<file path="src/rtl/io_handshake_unit_pkg.sv">
// Shared definitions for the I/O handshake unit and the control decoder:
// FSM state encoding and IO_Selection operation codes.
package io_handshake_unit_pkg;

    typedef enum logic [1:0] {
        ST_IDLE         = 2'd0,
        ST_WAIT_PRESS   = 2'd1,
        ST_WAIT_RELEASE = 2'd2,
        ST_DONE         = 2'd3
    } io_state_e;

    typedef enum logic [1:0] {
        IO_OUT  = 2'd0,
        IO_IN   = 2'd1,
        IO_GETC = 2'd2,
        IO_RSVD = 2'd3
    } io_sel_e;

    function automatic logic is_in_request(input logic enable, input logic [1:0] selection);
        return enable && (selection == IO_IN);
    endfunction

endpackage

</file>
<file path="src/rtl/io_handshake_unit_button_debouncer.sv">
// Two-flop synchronizer plus debounce filter for the confirm button; emits
// one-cycle pulses when a new press or release level is accepted.
module button_debouncer #(
    parameter int DEBOUNCE_CYCLES = 4
) (
    input  logic clk,
    input  logic rst,
    input  logic btn_raw,
    output logic press_pulse,
    output logic release_pulse
);

    localparam int CNT_W = $clog2(DEBOUNCE_CYCLES + 1);
    localparam logic [CNT_W-1:0] CNT_LAST = CNT_W'(DEBOUNCE_CYCLES - 1);

    logic             sync1_q, sync1_d;
    logic             sync2_q, sync2_d;
    logic             level_q, level_d;
    logic [CNT_W-1:0] cnt_q, cnt_d;

    // Any cycle where the synchronized level matches the accepted level restarts the count.
    always_comb begin
        sync1_d       = btn_raw;
        sync2_d       = sync1_q;
        level_d       = level_q;
        cnt_d         = '0;
        press_pulse   = 1'b0;
        release_pulse = 1'b0;
        if (sync2_q != level_q) begin
            if (cnt_q == CNT_LAST) begin
                level_d       = sync2_q;
                press_pulse   = sync2_q;
                release_pulse = !sync2_q;
            end else begin
                cnt_d = cnt_q + 1'b1;
            end
        end
    end

    always_ff @(posedge clk) begin
        if (rst) begin
            sync1_q <= 1'b0;
            sync2_q <= 1'b0;
            level_q <= 1'b0;
            cnt_q   <= '0;
        end else begin
            sync1_q <= sync1_d;
            sync2_q <= sync2_d;
            level_q <= level_d;
            cnt_q   <= cnt_d;
        end
    end

endmodule

</file>
<file path="src/rtl/io_handshake_unit.sv">
// I/O handshake unit: OUT latches a display register, GETC returns the context
// number, IN stalls the pipeline until a debounced press/release of Enter_Btn.
module io_handshake_unit
    import io_handshake_unit_pkg::*;
#(
    parameter int DATA_W          = 32,
    parameter int SW_W            = 16,
    parameter int DEBOUNCE_CYCLES = 4
) (
    input  logic              Clock,
    input  logic              Reset,
    input  logic              IO_Enable,
    input  logic [1:0]        IO_Selection,
    input  logic [DATA_W-1:0] Reg_Data,
    input  logic [7:0]        Context_ID,
    input  logic [SW_W-1:0]   Switch_Data,
    input  logic              Enter_Btn,
    output logic [DATA_W-1:0] IO_Result,
    output logic [DATA_W-1:0] Out_Display,
    output logic              Stall
);

    io_state_e         state_q, state_d;
    logic [DATA_W-1:0] in_reg_q, in_reg_d;
    logic [DATA_W-1:0] out_display_q, out_display_d;
    logic              press_pulse, release_pulse;
    logic              in_request;

    button_debouncer #(
        .DEBOUNCE_CYCLES(DEBOUNCE_CYCLES)
    ) u_debouncer (
        .clk          (Clock),
        .rst          (Reset),
        .btn_raw      (Enter_Btn),
        .press_pulse  (press_pulse),
        .release_pulse(release_pulse)
    );

    assign in_request = is_in_request(IO_Enable, IO_Selection);

    // Once an IN starts it runs to completion even if IO_Enable drops.
    always_comb begin
        state_d       = state_q;
        in_reg_d      = in_reg_q;
        out_display_d = out_display_q;
        case (state_q)
            ST_IDLE: begin
                if (in_request) state_d = ST_WAIT_PRESS;
            end
            ST_WAIT_PRESS: begin
                if (press_pulse) begin
                    in_reg_d = DATA_W'(Switch_Data);
                    state_d  = ST_WAIT_RELEASE;
                end
            end
            ST_WAIT_RELEASE: begin
                if (release_pulse) state_d = ST_DONE;
            end
            ST_DONE: state_d = ST_IDLE;
            default: state_d = ST_IDLE;
        endcase
        if (IO_Enable && (IO_Selection == IO_OUT)) out_display_d = Reg_Data;
    end

    always_ff @(posedge Clock) begin
        if (Reset) begin
            state_q       <= ST_IDLE;
            in_reg_q      <= '0;
            out_display_q <= '0;
        end else begin
            state_q       <= state_d;
            in_reg_q      <= in_reg_d;
            out_display_q <= out_display_d;
        end
    end

    always_comb begin
        case (IO_Selection)
            IO_IN:   IO_Result = in_reg_q;
            IO_GETC: IO_Result = DATA_W'(Context_ID);
            default: IO_Result = '0;
        endcase
    end

    assign Stall = !Reset && ((state_q == ST_IDLE && in_request) ||
                              state_q == ST_WAIT_PRESS || state_q == ST_WAIT_RELEASE);
    assign Out_Display = out_display_q;

endmodule

</file>
<file path="config.mk">
export PLATFORM = sky130hd
export DESIGN_NAME = io_handshake_unit
export DESIGN_NICKNAME = d
export VERILOG_FILES = /design/src/rtl/io_handshake_unit_pkg.sv /design/src/rtl/io_handshake_unit_button_debouncer.sv /design/src/rtl/io_handshake_unit.sv
export SDC_FILE = /design/constraint.sdc
export NUM_CORES = 1
export LEC_CHECK = 0
export BUFFER_PORTS_ARGS = -buffer_cell sky130_fd_sc_hd__buf_2
export CORE_AREA = 3 3 78 80
export CTS_BUF_LIST = sky130_fd_sc_hd__clkbuf_8
export CTS_CLUSTER_DIAMETER = 120
export CTS_CLUSTER_SIZE = 40
export DETAILED_ROUTE_END_ITERATION = 8
export DIE_AREA = 0 0 81 83
export HOLD_SLACK_MARGIN = 0.02
export PLACE_DENSITY = 0.88
export RECOVER_POWER = 25
export SLEW_MARGIN = 25
export SYNTH_ARGS = -nofsm -noshare
export SYNTH_HDL_FRONTEND = slang
export SYNTH_SLANG_ARGS = --single-unit
</file>
<file path="constraint.sdc">
create_clock -name Clock -period 3.6 [get_ports Clock]
set_clock_uncertainty 0.15 [all_clocks]
set_input_delay 0.36 -clock Clock [delete_from_list [all_inputs] [get_ports Clock]]
set_output_delay 0.36 -clock Clock [all_outputs]
set_load 0.005 [all_outputs]
</file>
# After elaboration in Yosys (flattened, before gate mapping)

Index checks and enable logic that the tools add are counted.

Register bits: 56
Latch bits: 0
Memory bits (writable): 0
Bits in read-only memories: 0
Bits of input ports: 62
Output and inout port bits: 65
Memories: 0

$add $sub $neg: 1
Multipliers: 0
Divide/modulo/power cells: 0
Magnitude comparators: 0
Equal/unequal tests: 10
Shift operators: 0
Mux-type cells: 9
Bitwise operators: 1
Reduce and logical (&&, ||, !) cells: 14

Operator list:

| cell                | number |
|---|---|
| $pmux 16 s2         | 1 |
| $pmux 2 s4          | 1 |
| $eq 2x2->1 const B  | 3 |
| $mux 2              | 3 |
| $ne 2x2->1 const B  | 3 |
| $eq 2x1->1 const B  | 2 |
| $logic_and 1x1->1   | 4 |
| $logic_not 2->1     | 2 |
| $mux 1              | 4 |
| $reduce_and 2->1    | 2 |
| $add 3x1->3 const B | 1 |
| $eq 3x2->1 const B  | 1 |
| $reduce_and 3->1    | 1 |
| $reduce_or 3->1     | 1 |
| $logic_not 1->1     | 2 |
| $logic_or 1x1->1    | 2 |
| $ne 1x1->1          | 1 |
| $not 1->1           | 1 |

# Logic depth before layout (Yosys ltp)

Gate-level depths: netlist of run 1.

Depth in word-level cells: 6
Gate-level depth with buffers: 7
Depth with buffers taken out: 5

# Cells and area by module

From an unflattened synthesis of run 1, not the netlist that was laid out.

Cell total of the unflattened synthesis: 301
Area total of the unflattened synthesis: 2401.1 µm²

By module, submodules not included:

| module            | instances | cells each | area each (µm²) |
|---|---|---|---|
| io_handshake_unit | 1         | 281        | 2174.6 |
| button_debouncer  | 1         | 20         | 226.5 |

# Least setup slack after synthesis of run 1

No wires, ideal clock.

Kind: input to output
Start point: in IO_Selection[1]
End point: out Stall
Arrival time: 1188 ps
Required time: 3090 ps
Setup slack: 1902 ps
Cell stages on the path: 6
Path buffers: 2
Cells stage by stage: inv_1 > ha_1 > buf_4 > clkbuf_1 > a311oi_1 > nor2_1

Word-level cells in the longest chain between the ends: 6

Ends and longest elaborated chain:

| item              | RTL line                    | RTL |
|---|---|---|
| start, declared   | io_handshake_unit.sv:13     | `input logic [1:0] IO_Selection,` |
| $eq 2x1->1        | io_handshake_unit_pkg.sv:20 | `return enable && (selection == IO_IN);` |
| $logic_and 1x1->1 | io_handshake_unit_pkg.sv:20 |  |
| $logic_and 1x1->1 | io_handshake_unit.sv:85     | `assign Stall = !Reset && ((state_q == ST_IDLE && in_request) \|\|` |
| $logic_or 1x1->1  | io_handshake_unit.sv:85     |  |
| $logic_or 1x1->1  | io_handshake_unit.sv:86     | `state_q == ST_WAIT_PRESS \|\| state_q == ST_WAIT_RELEASE);` |
| $logic_and 1x1->1 | io_handshake_unit.sv:85     |  |
| end, declared     | io_handshake_unit.sv:20     | `output logic Stall` |

No other way between the ends.

==> results by group, run 1 <==
Yosys
  • Seq/Total Area, Yosys: 0.467
  • Synth warn: 0
  • Synth unique cells: 26
  • Largest cells by area after synthesis: dfxtp_1 47%, nand2_1 15%, a21oi_1 10%
  • Largest area contributor in the netlist: dfxtp_1
  • Post-Syn Instances: 301
  • Area share of the largest cell type after synthesis: 0.467
  • Post-synthesis register bit count: 56
  • Syn_area_per_cell: 7.98 um2
  • Netlist Area Pre-Place: roughly 2400 um2

Run
  • Max Cap Violations: 1

Run status
  • Violated checks: max-capacitance violations, max-slew violations
  • Outcome: finished with violations

Floorplan
  • Starting Density: 0.439
  • Top-Level Pins: 127
  • Die X-Extent: 81 um
  • Row count: 27
  • DIE AREA: 6720 um2
  • Core box area: 5470 um2
  • Die Height: just over 80 um

Hold path
  • HP Class: in2reg
  • Hold path cells: 2
  • Hold Crit Start: Enter_Btn

Layout
  • Final net count: 469
  • # fillers: 545
  • Layout cell share with drive strength beyond 1: 0.268
  • Commonest cells after routing, fill and taps aside: 97 x buf_2, 96 x nand2_1, 56 x dfxtp_1
  • # diodes: 0
  • Commonest non-fill, non-tap cell in the layout: buf_2
  • Area Growth Syn to Fin: 24.6%
  • Final Instance Area: 2990 um2

Place
  • Placed Area: slightly below 3000 um2
  • Dpl hpwl: ~4200 um
  • Port Buf Inserts: 110
  • Gpl congestion: roughly 0.68

Global routing
  • Vias in the first global route: 2091
  • Global Route Usage Sum: 0.162
  • Grt total ovfl: 0
  • Largest net degree at the start of global routing: 40
  • Wire length of the first global-routing pass: 8880 um
  • Initial antenna violation count: 0

Setup path
  • Critical path, cell by cell: clkbuf_1 -> clkbuf_1 -> o21bai_1 -> mux2i_1
  • CP Buf/Inv Count: 2
  • Critical path type: in2reg
  • Required time worst endpoint: 3.63 ns
  • Most used cell, CP: clkbuf_1
  • Worst path slowest cell: clkbuf_1
  • Setup crit start kind: primary input
  • Levels on crit path: 4
  • Critical path origin: Reset
  • Delay-heaviest family, CP: buffers and inverters
  • Worst Path Arrival: 2.48 ns
  • CP Capture Type: flip-flop
  • CP max stage delay: 1.20 ns
  • Max FO, Critical Path: 39
  • Worst R2R Start: u_debouncer.cnt_q[0]$_SDFF_PP0_
  • Reg2reg path depth: 5

Clock network
  • Post-CTS setup buffers: 0
  • CTS Hold Bufs: 0
  • CTS Sinks: between 50 and 60
  • CTS tree: built
  • H-tree depth: 2
  • Maximum root-to-sink buffer count: 2
  • Cts repair resizes: 0
  • Clock Latency Late Sink: 0.30 ns
  • Cts bufs inserted: 5
  • Clk root buf: clkbuf_8
  • Clock-pin slew on the worst setup and hold paths: 0.10 ns

Route
  • First drt pass iteration count: 4
  • DR WL met2: 2680 um
  • Antenna-violating nets left: 0
  • Remaining DRCs: 0
  • Vias: approximately 2.2k
  • WL per Instance: 11.8 um
  • DRT met1 WL: 2330 um
  • Top sig layer: met4
  • 1st-iter DRT viols: 58
  • DR WL met3: between 400 and 500 um
  • Final wirelength: approximately 5600 um
  • Routed vias/inst: 4.67

Power and ir drop
  • Power Dens Cells: 407 nW/um2
  • LEAKAGE: about 1.3 nW
  • IR drop worst, VDD: about 0.00017 V

Timing
  • RSZ-0062 raised after global routing: false
  • Setup TNS: 0 ns
  • Count of final hold-check violations: 0
  • Setup violators final: 0
  • Transition time of the tightest slew-check pin: 1.56 ns
  • Slew headroom: -0.0430
  • Peak Freq: 407 MHz
  • Period Utilization, post-route: 0.682
  • Final Max Slew Viols: 40
  • Final min period: 2.46 ns
per-stage QoR:
| step | total power [W] | utilization | setup slack (ns) | hold WS [ns] | instances |
|---|---|---|---|---|---|
| after floorplan | 0.000771 | - | 1.90 | 0.249 | 316 |
| after global placement | 0.000821 | 0.529 | 1.56 | 0.258 | 463 |
| after detailed placement | 0.000827 | 0.529 | 1.48 | 0.273 | 463 |
| after CTS | 0.00124 | 0.550 | 1.58 | 0.101 | 471 |
| after global routing | 0.00127 | 0.547 | 0.894 | 0.113 | 471 |
| final | 0.00122 | 0.547 | 1.14 | 0.115 | 471 |
where the power goes:
group	internal, W	total [W]	leakage (nW)	switching [W]
Sequential	0.000638	0.000651	0.454	0.0000125
Combinational	0.0000756	0.000162	0.824	0.0000861
Clock	0.000208	0.000406	0.0599	0.000198
cell families (layout without fill, tap and decap cells):
group / Yosys count / in the layout / synth area share
AO/OA/AOI/OAI: 59 / 59 / 0.136
XOR/XNOR: 1 / 1 / 0.00365
adder cells (fa/ha/maj): 9 / 9 / 0.0469
buffers and inverters: 42 / 125 / 0.0964
flip-flops: 56 / 56 / 0.467
multiplexers: 3 / 3 / 0.0125
other: 1 / 16 / 0.00156
AND/OR/NAND/NOR: 130 / 130 / 0.236
Yosys cell counts:
| master | n |
|---|---|
| nand2_1 | 97 |
| dfxtp_1 | 56 |
| a21oi_1 | 48 |
| buf_4 | 18 |
| clkbuf_1 | 13 |
| nor2b_1 | 10 |
| ha_1 | 9 |
| a22oi_1 | 8 |
| and3_1 | 8 |
| inv_1 | 6 |
| nor2_1 | 5 |
| buf_2 | 4 |
| mux2i_1 | 3 |
| nand2b_1 | 3 |
| nand3b_1 | 2 |
| a222oi_1 | 1 |
| a311oi_1 | 1 |
| and2_1 | 1 |
| and4b_1 | 1 |
| clkbuf_2 | 1 |
| conb_1 | 1 |
| nand2_2 | 1 |
| nand4b_1 | 1 |
| o21bai_1 | 1 |
| or3_1 | 1 |
| xnor2_1 | 1 |
cell type report:
| cell class | instances | area, um2 | share of cell area |
|---|---|---|---|
| clock buffer | 5 | 68.8 | 0.0230 |
| clock inverter | 3 | 42.5 | 0.0142 |
| inverter | 6 | 22.5 | 0.00753 |
| multi-input combinational | 218 | 1110 | 0.371 |
| sequential | 56 | 1120 | 0.375 |
| tap | 72 | 90.1 | 0.0301 |
| timing repair buffer | 111 | 538 | 0.180 |
worst paths after layout:
path                                     endpoint  slack, ns
hold reg to reg   u_debouncer.cnt_q[0]$_SDFF_PP0_       0.29
setup / recovery          state_q[0]$_SDFFE_PP0P_       1.14
setup reg to reg        in_reg_q[11]$_SDFFE_PP0P_       1.61
hold / removal     u_debouncer.sync1_q$_SDFF_PP0_       0.11
routing by layer:
| layer | vias to the layer above | GRT usage |
|---|---|---|
| li1 | 1137 | - |
| met1 | 969 | 0.171 |
| met2 | 90 | 0.308 |
| met3 | 5 | 0.0445 |
| met4 | 0 | 0.0369 |
| met5 | - | 0 |
flip-flops by register name, indices dropped and copies added, names as in the netlist:
| name | flops |
|---|---|
| state_q | 2 |
| u_debouncer.level_q | 1 |
| in_reg_q | 16 |
| u_debouncer.cnt_q | 3 |
| Out_Display | 32 |
| u_debouncer.sync2_q | 1 |
| u_debouncer.sync1_q | 1 |
(Power assumes the default switching activity.)
==> run 2, diff against run 1 <==
ABC_AREA = 1   (was unset)
CORE_AREA = 3 3 81 83   (was 3 3 78 80)
DIE_AREA = 0 0 84 86   (was 0 0 81 83)
PLACE_DENSITY = 0.87   (was 0.88)
clock period = 2.1 ns   (was 3.6 ns; I/O delays follow)
==> results by group, run 2 <==
Clock network
  • Clock Latency Late Sink: 0.30 ns (about the same)
  • CTS tree: built
  • H-tree depth: 2 (unchanged)
  • Clock-pin slew on the worst setup and hold paths: 0.10 ns (about the same)
  • Cts bufs inserted: 5 (unchanged)
  • Clk root buf: clkbuf_8
  • Post-CTS setup buffers: 0 (unchanged)
  • Maximum root-to-sink buffer count: 2 (unchanged)
  • CTS Hold Bufs: 36 (+36)
  • Cts repair resizes: 0 (unchanged)
  • CTS Sinks: 56 (unchanged)

Yosys
  • Synth unique cells: 21 (-19%)
  • Top-count cell post-synth: nor2_1
  • Area share of the largest cell type after synthesis: 0.456 (-0.0107)
  • Largest cells by area after synthesis: dfxtp_1 46%, nor2_1 15%, o21ai_0 7.9%
  • Post-synth ARST share: 0 (unchanged)
  • Post-synth EDFFs: 0 (unchanged)
  • Post-synthesis register bit count: 56 (unchanged)
  • Netlist Area Pre-Place: 2460 um2 (+2.3%)
  • Syn_area_per_cell: 7.38 um2 (-7.5%)
  • Synth cell count leaders: 97 x nor2_1, 56 x dfxtp_1, 39 x o21ai_0
  • Largest area contributor in the netlist: dfxtp_1
  • Seq/Total Area, Yosys: 0.456 (-0.0107)
  • Synth warn: 0 (unchanged)
  • Top FF cell, synth: dfxtp_1
  • Post-Syn Instances: 333 (+11%)

Hold path
  • HP Class: in2reg
  • Hold Crit Start: Switch_Data[11]

Setup path
  • Worst Path Arrival: 1.86 ns (-0.62 ns)
  • CP Capture Type: flip-flop
  • Worst R2R Start: u_debouncer.cnt_q[0]$_SDFF_PP0_
  • Required time worst endpoint: 2.19 ns (-1.44 ns)
  • Critical path origin: u_debouncer.cnt_q[0]$_SDFF_PP0_
  • Critical path type: reg2reg
  • Max FO, Critical Path: 18 (-54%)
  • Setup crit start kind: flip-flop

Run
  • Max Cap Violations: 0 (-1)

Timing
  • Count of final hold-check violations: 0 (unchanged)
  • Slew headroom: 0.419 (+0.462)
  • Setup violators final: 0 (unchanged)
  • Final Max Slew Viols: 0 (-100%)
  • Transition time of the tightest slew-check pin: 0.867 ns (-0.698 ns)
  • Peak Freq: 565 MHz
  • Final min period: approximately 1.8 ns
  • RSZ-0062 raised after global routing: false
  • Setup TNS: 0 ns (unchanged)
  • Period Utilization, post-route: 0.842

Layout
  • Area Growth Syn to Fin: 40.9%
  • # fillers: 530 (-2.8%)
  • # diodes: 0 (unchanged)
  • Sequential Area: 1120 um2 (unchanged)
  • Area of the multi-input gates: 1120 um2 (+1.2%)
  • Largest register FFs: 32 (unchanged)
  • Commonest non-fill, non-tap cell in the layout: buf_2
  • Layout cell share with drive strength beyond 1: 0.254 (-0.0145)
  • Final net count: 543 (+16%)
  • Commonest cells after routing, fill and taps aside: 102 x buf_2, 97 x nor2_1, 56 x dfxtp_1

Global routing
  • Vias in the first global route: 2482 (+19%)
  • Wire length of the first global-routing pass: 11000 um (+24%)
  • Global Route Usage Sum: 0.183 (+0.0214)
  • Initial antenna violation count: 0 (unchanged)
  • Largest net degree at the start of global routing: 33 (-18%)
  • Grt total ovfl: 0 (unchanged)

Run status
  • Outcome: completed

Route
  • 1st-iter DRT viols: 75 (+29%)
  • Remaining DRCs: 0 (unchanged)
  • Antenna-violating nets left: 0 (unchanged)
  • First drt pass iteration count: 4 (unchanged)
  • Final wirelength: 6740 um (+21%)
  • WL per Instance: 12.3 um (+4.4%)
  • Routed vias/inst: 4.70 (+0.59%)
  • Vias: 2576 (+17%)

Floorplan
  • Core box area: 5920 um2 (+8.2%)
  • Row count: 28 (+3.7%)
  • Die Height: 86 um (+3.6%)
  • DIE AREA: 7220 um2 (+7.5%)
  • Top-Level Pins: 127 (unchanged)
  • Die X-Extent: 84 um (+3.7%)
  • Starting Density: 0.415 (-0.0237)

Power and ir drop
  • IR drop worst, VDD: 0.000426 V (+150%)
  • Total power draw: 0.00230 W (+89%)
  • LEAKAGE: 1.66 nW (+24%)
  • Power Dens Cells: 664 nW/um2 (+63%)

Place
  • Dpl hpwl: 4520 um (+7.7%)
  • Gpl congestion: 0.811 (+20%)
  • Port Buf Inserts: 110 (unchanged)
==> run 2: changes by cell type after synthesis, moves of 10 or more <==
cell	change
a21oi_1	-38
inv_1	+11
nand2_1	-62
nor2_1	+92
nor2b_1	-10
nor3_1	+16
o21ai_0	+39
==> run 2: cell families (layout without fill, tap and decap cells) <==
family | after synthesis | count (layout) | share of synthesized area
compound gates | 59 | 59 | 0.123
flops | 56 | 56 | 0.456
other cells | 1 | 16 | 0.00153
buf+inv | 52 | 177 | 0.110
simple gates | 156 | 156 | 0.263
fa+ha+maj | 9 | 9 | 0.0458
==> run 2: final timing paths <==
path	to	slack, ns	depth (start not counted)
max	in_reg_q[15]$_SDFFE_PP0P_	0.33	6
min	in_reg_q[11]$_SDFFE_PP0P_	0.02	3
max reg2reg	in_reg_q[15]$_SDFFE_PP0P_	0.33	6
min reg2reg	u_debouncer.sync2_q$_SDFF_PP0_	0.26	2
==> run 2: critical path, cell delays in order, from the launching register on <==
cell     delay, ns
dfxtp_1       0.36
ha_1          0.15
ha_1          0.23
nand3_4       0.25
nor2_8        0.30
o21ai_0       0.13
nor2_1        0.13
==> run 2: report_power, final <==
| part | switching, W | internal [W] | leakage, nW |
|---|---|---|---|
| Clock | 0.000339 | 0.000353 | 0.0541 |
| Combinational | 0.000271 | 0.000206 | 1.15 |
| Sequential | 0.0000235 | 0.00111 | 0.456 |
| Total | 0.000634 | 0.00167 | 1.66 |
==> run 2: layout make-up <==
class / count / share of cell area
flip-flops and latches: 56 / 0.324
clock inverters: 3 / 0.0123
repair buffers: 150 / 0.272
multi-input cells: 240 / 0.324
inverters: 19 / 0.0206
clock buffers: 5 / 0.0199
well taps: 75 / 0.0271
==> run 2: through the flow <==
stage / cell area [um2] / worst slack, ns / hold WS (ns) / util / cells
finish: 3460 / 0.331 / 0.0223 / 0.585 / 548
global route: 3460 / 0.152 / 0.0226 / 0.585 / 548
CTS: 3470 / 0.387 / 0.0206 / 0.587 / 548
detailed placement: 3000 / 0.261 / 0.249 / 0.507 / 504
global placement: 3000 / 0.361 / 0.249 / 0.507 / 504
floorplan: 2510 / 0.653 / 0.131 / - / 348
==> run 2: metal layers <==
layer / global-route usage / vias to the layer above / wire length (um)
li1: - / 1305 / -
met1: 0.199 / 1147 / 2580
met2: 0.358 / 116 / 3600
met3: 0.0394 / 8 / 491
met4: 0.0482 / 0 / 68
met5: 0 / - / 0
==> run 3, diff against run 2 <==
CORE_AREA = 3 3 78 80   (was 3 3 81 83)
DIE_AREA = 0 0 81 83   (was 0 0 84 86)
PLACE_DENSITY = 0.89   (was 0.87)
clock period = 1.7 ns   (was 2.1 ns; I/O delays follow)
==> results by group, run 3 (synthesized netlist as in run 2, its figures left out) <==
Power and ir drop
  • LEAKAGE: 1.70 nW (+2.6%)
  • Total power draw: 0.00276 W (+20%)
  • IR drop worst, VDD: 0.000413 V (-3.2%)
  • Power Dens Cells: 763 nW/um2 (+15%)

Floorplan
  • Core box area: 5470 um2 (-7.6%)
  • Starting Density: 0.449 (+0.0340)
  • Die X-Extent: 81 um (-3.6%)
  • Top-Level Pins: 127 (unchanged)
  • Row count: 27 (-3.6%)
  • Die Height: 83 um (-3.5%)
  • DIE AREA: 6720 um2 (-6.9%)

Global routing
  • Global Route Usage Sum: 0.214 (+0.0311)
  • Wire length of the first global-routing pass: 11500 um (+4.7%)
  • Grt total ovfl: 0 (unchanged)
  • Vias in the first global route: 2501 (+0.77%)
  • Initial antenna violation count: 0 (unchanged)
  • Largest net degree at the start of global routing: 53 (+61%)

Clock network
  • Cts bufs inserted: 5 (unchanged)
  • Clk root buf: clkbuf_8
  • Clock-pin slew on the worst setup and hold paths: 0.09 ns (about the same)
  • H-tree depth: 2 (unchanged)
  • CTS tree: built
  • Clock Latency Late Sink: 0.30 ns (about the same)
  • CTS Sinks: 56 (unchanged)
  • Maximum root-to-sink buffer count: 2 (unchanged)

Timing
  • Period Utilization, post-route: 0.955
  • Setup violators final: 0 (unchanged)
  • Worst Slack Setup Final: 0.0770 ns (-0.254 ns)
  • Count of final hold-check violations: 0 (unchanged)
  • RSZ-0062 raised after global routing: true
  • Peak Freq: 616 MHz
  • Hold WS: 0.181 ns (+0.159 ns)
  • Final Max Slew Viols: 0 (unchanged)
  • Final min period: approximately 1.6 ns

Run status
  • Outcome: completed

Route
  • 1st-iter DRT viols: 171 (+130%)
  • Antenna-violating nets left: 0 (unchanged)
  • Vias: 2663 (+3.4%)
  • WL per Instance: 12.8 um (+4.3%)
  • Routed vias/inst: 4.75 (+0.98%)
  • First drt pass iteration count: 4 (unchanged)
  • Final wirelength: 7200 um (+6.8%)
  • Remaining DRCs: 0 (unchanged)

Place
  • Placed cells: 503 (-0.20%)
  • Setup WS pre-CTS: 0.0821 ns (-0.179 ns)
  • Gpl congestion: 0.823 (+1.6%)
  • Port Buf Inserts: 110 (unchanged)
  • Dpl hpwl: 4600 um (+1.8%)

Setup path
  • Critical path type: reg2out
  • Max FO, Critical Path: 4 (-14)
  • Worst Path Arrival: 1.30 ns (-0.56 ns)
  • Worst path slowest cell: dfxtp_1
  • CP Capture Type: output port
  • Required time worst endpoint: 1.38 ns (-0.81 ns)
  • CP max stage delay: 0.33 ns (-0.03 ns)
  • Critical path, cell by cell: inv_1 -> ha_2 -> nor2_1 -> a21oi_1 -> buf_2
  • Setup crit start kind: flip-flop

Layout
  • # diodes: 0 (unchanged)
  • Commonest cells after routing, fill and taps aside: 97 x nor2_1, 95 x buf_2, 55 x dfxtp_1
  • Post-Layout Cell Count: 561 (+2.4%)
  • Layout Utilization: 0.661 (+0.0758)
  • Final net count: 559 (+2.9%)
  • Commonest non-fill, non-tap cell in the layout: nor2_1
  • # fillers: 456 (-14%)
  • Largest register FFs: 32 (unchanged)
  • Layout cell share with drive strength beyond 1: 0.247 (-0.00626)
  • Area Growth Syn to Fin: 47.1%

Run
  • Max Cap Violations: 0 (unchanged)

Hold path
  • HP Class: in2reg
## run 3: cell types whose count changed in the layout (fill, tap and decap cells not counted), sizes merged
cell         previous run  this run
dlygate4sd3            36        50
bufinv                  1         0
buf                   106       101
inv                    18        19
clkinvlp                1         0
clkbuf                 13        21
## run 3: report_power, final
group / leakage, nW / internal (W) / total [W] / switching, W
sequential: 0.456 / 0.00137 / 0.00140 / 0.0000323
clock: 0.0510 / 0.000326 / 0.000737 / 0.000411
combinational: 1.20 / 0.000279 / 0.000619 / 0.000339
total: 1.70 / 0.00198 / 0.00276 / 0.000783
## run 3: timing repair
| item | CTS | global route |
|---|---|---|
| hold buffers | 50 | 0 |
| setup endpoints to repair | 0 | 8 |
| hold endpoints to repair | 50 | 0 |
| gates resized for setup | 0 | 6 |
| buffers inserted | 0 | 0 |
## run 3: through the flow
stage | area (um2) | TNS, ns
after floorplan | 2510 | 0
after detailed placement | 3030 | 0
final | 3620 | 0
after CTS | 3620 | 0
after global routing | 3620 | -0.0309
after global placement | 3030 | 0
## run 3: path summary, 6_finish.rpt
| path | from | depth (start not counted) | end | slack (ns) |
|---|---|---|---|---|
| min | IO_Enable | 6 | state_q[1]$_SDFFE_PP0P_ | 0.18 |
| max | state_q[1]$_SDFFE_PP0P_ | 5 | Stall | 0.08 |
| min reg2reg | u_debouncer.sync1_q$_SDFF_PP0_ | 2 | u_debouncer.sync2_q$_SDFF_PP0_ | 0.27 |
| max reg2reg | u_debouncer.cnt_q[0]$_SDFF_PP0_ | 6 | in_reg_q[5]$_SDFFE_PP0P_ | 0.11 |
## run 3: critical path, delay by kind of cell (launching register included)
family | cells | cell delay [ns]
fa+ha+maj | 1 | 0.22
flops | 1 | 0.33
buf+inv | 2 | 0.25
compound gates | 1 | 0.15
simple gates | 1 | 0.05
## run 3: per-layer routing
metal / track usage / routed length, um / vias up
li1: - / - / 1331
met1: 0.240 / 2770 / 1215
met2: 0.399 / 3820 / 104
met3: 0.0456 / 502 / 13
met4: 0.0553 / 112 / 0
met5: 0 / 0 / -
## run 3: area by class of cell
class | instances | area, um2 | area share
inverter | 19 | 71.3 | 0.0197
timing repair buffer | 166 | 1100 | 0.305
clock buffer | 6 | 82.6 | 0.0228
sequential | 56 | 1120 | 0.310
tap | 72 | 90.1 | 0.0249
multi-input combinational | 240 | 1140 | 0.315
clock inverter | 2 | 10.0 | 0.00277
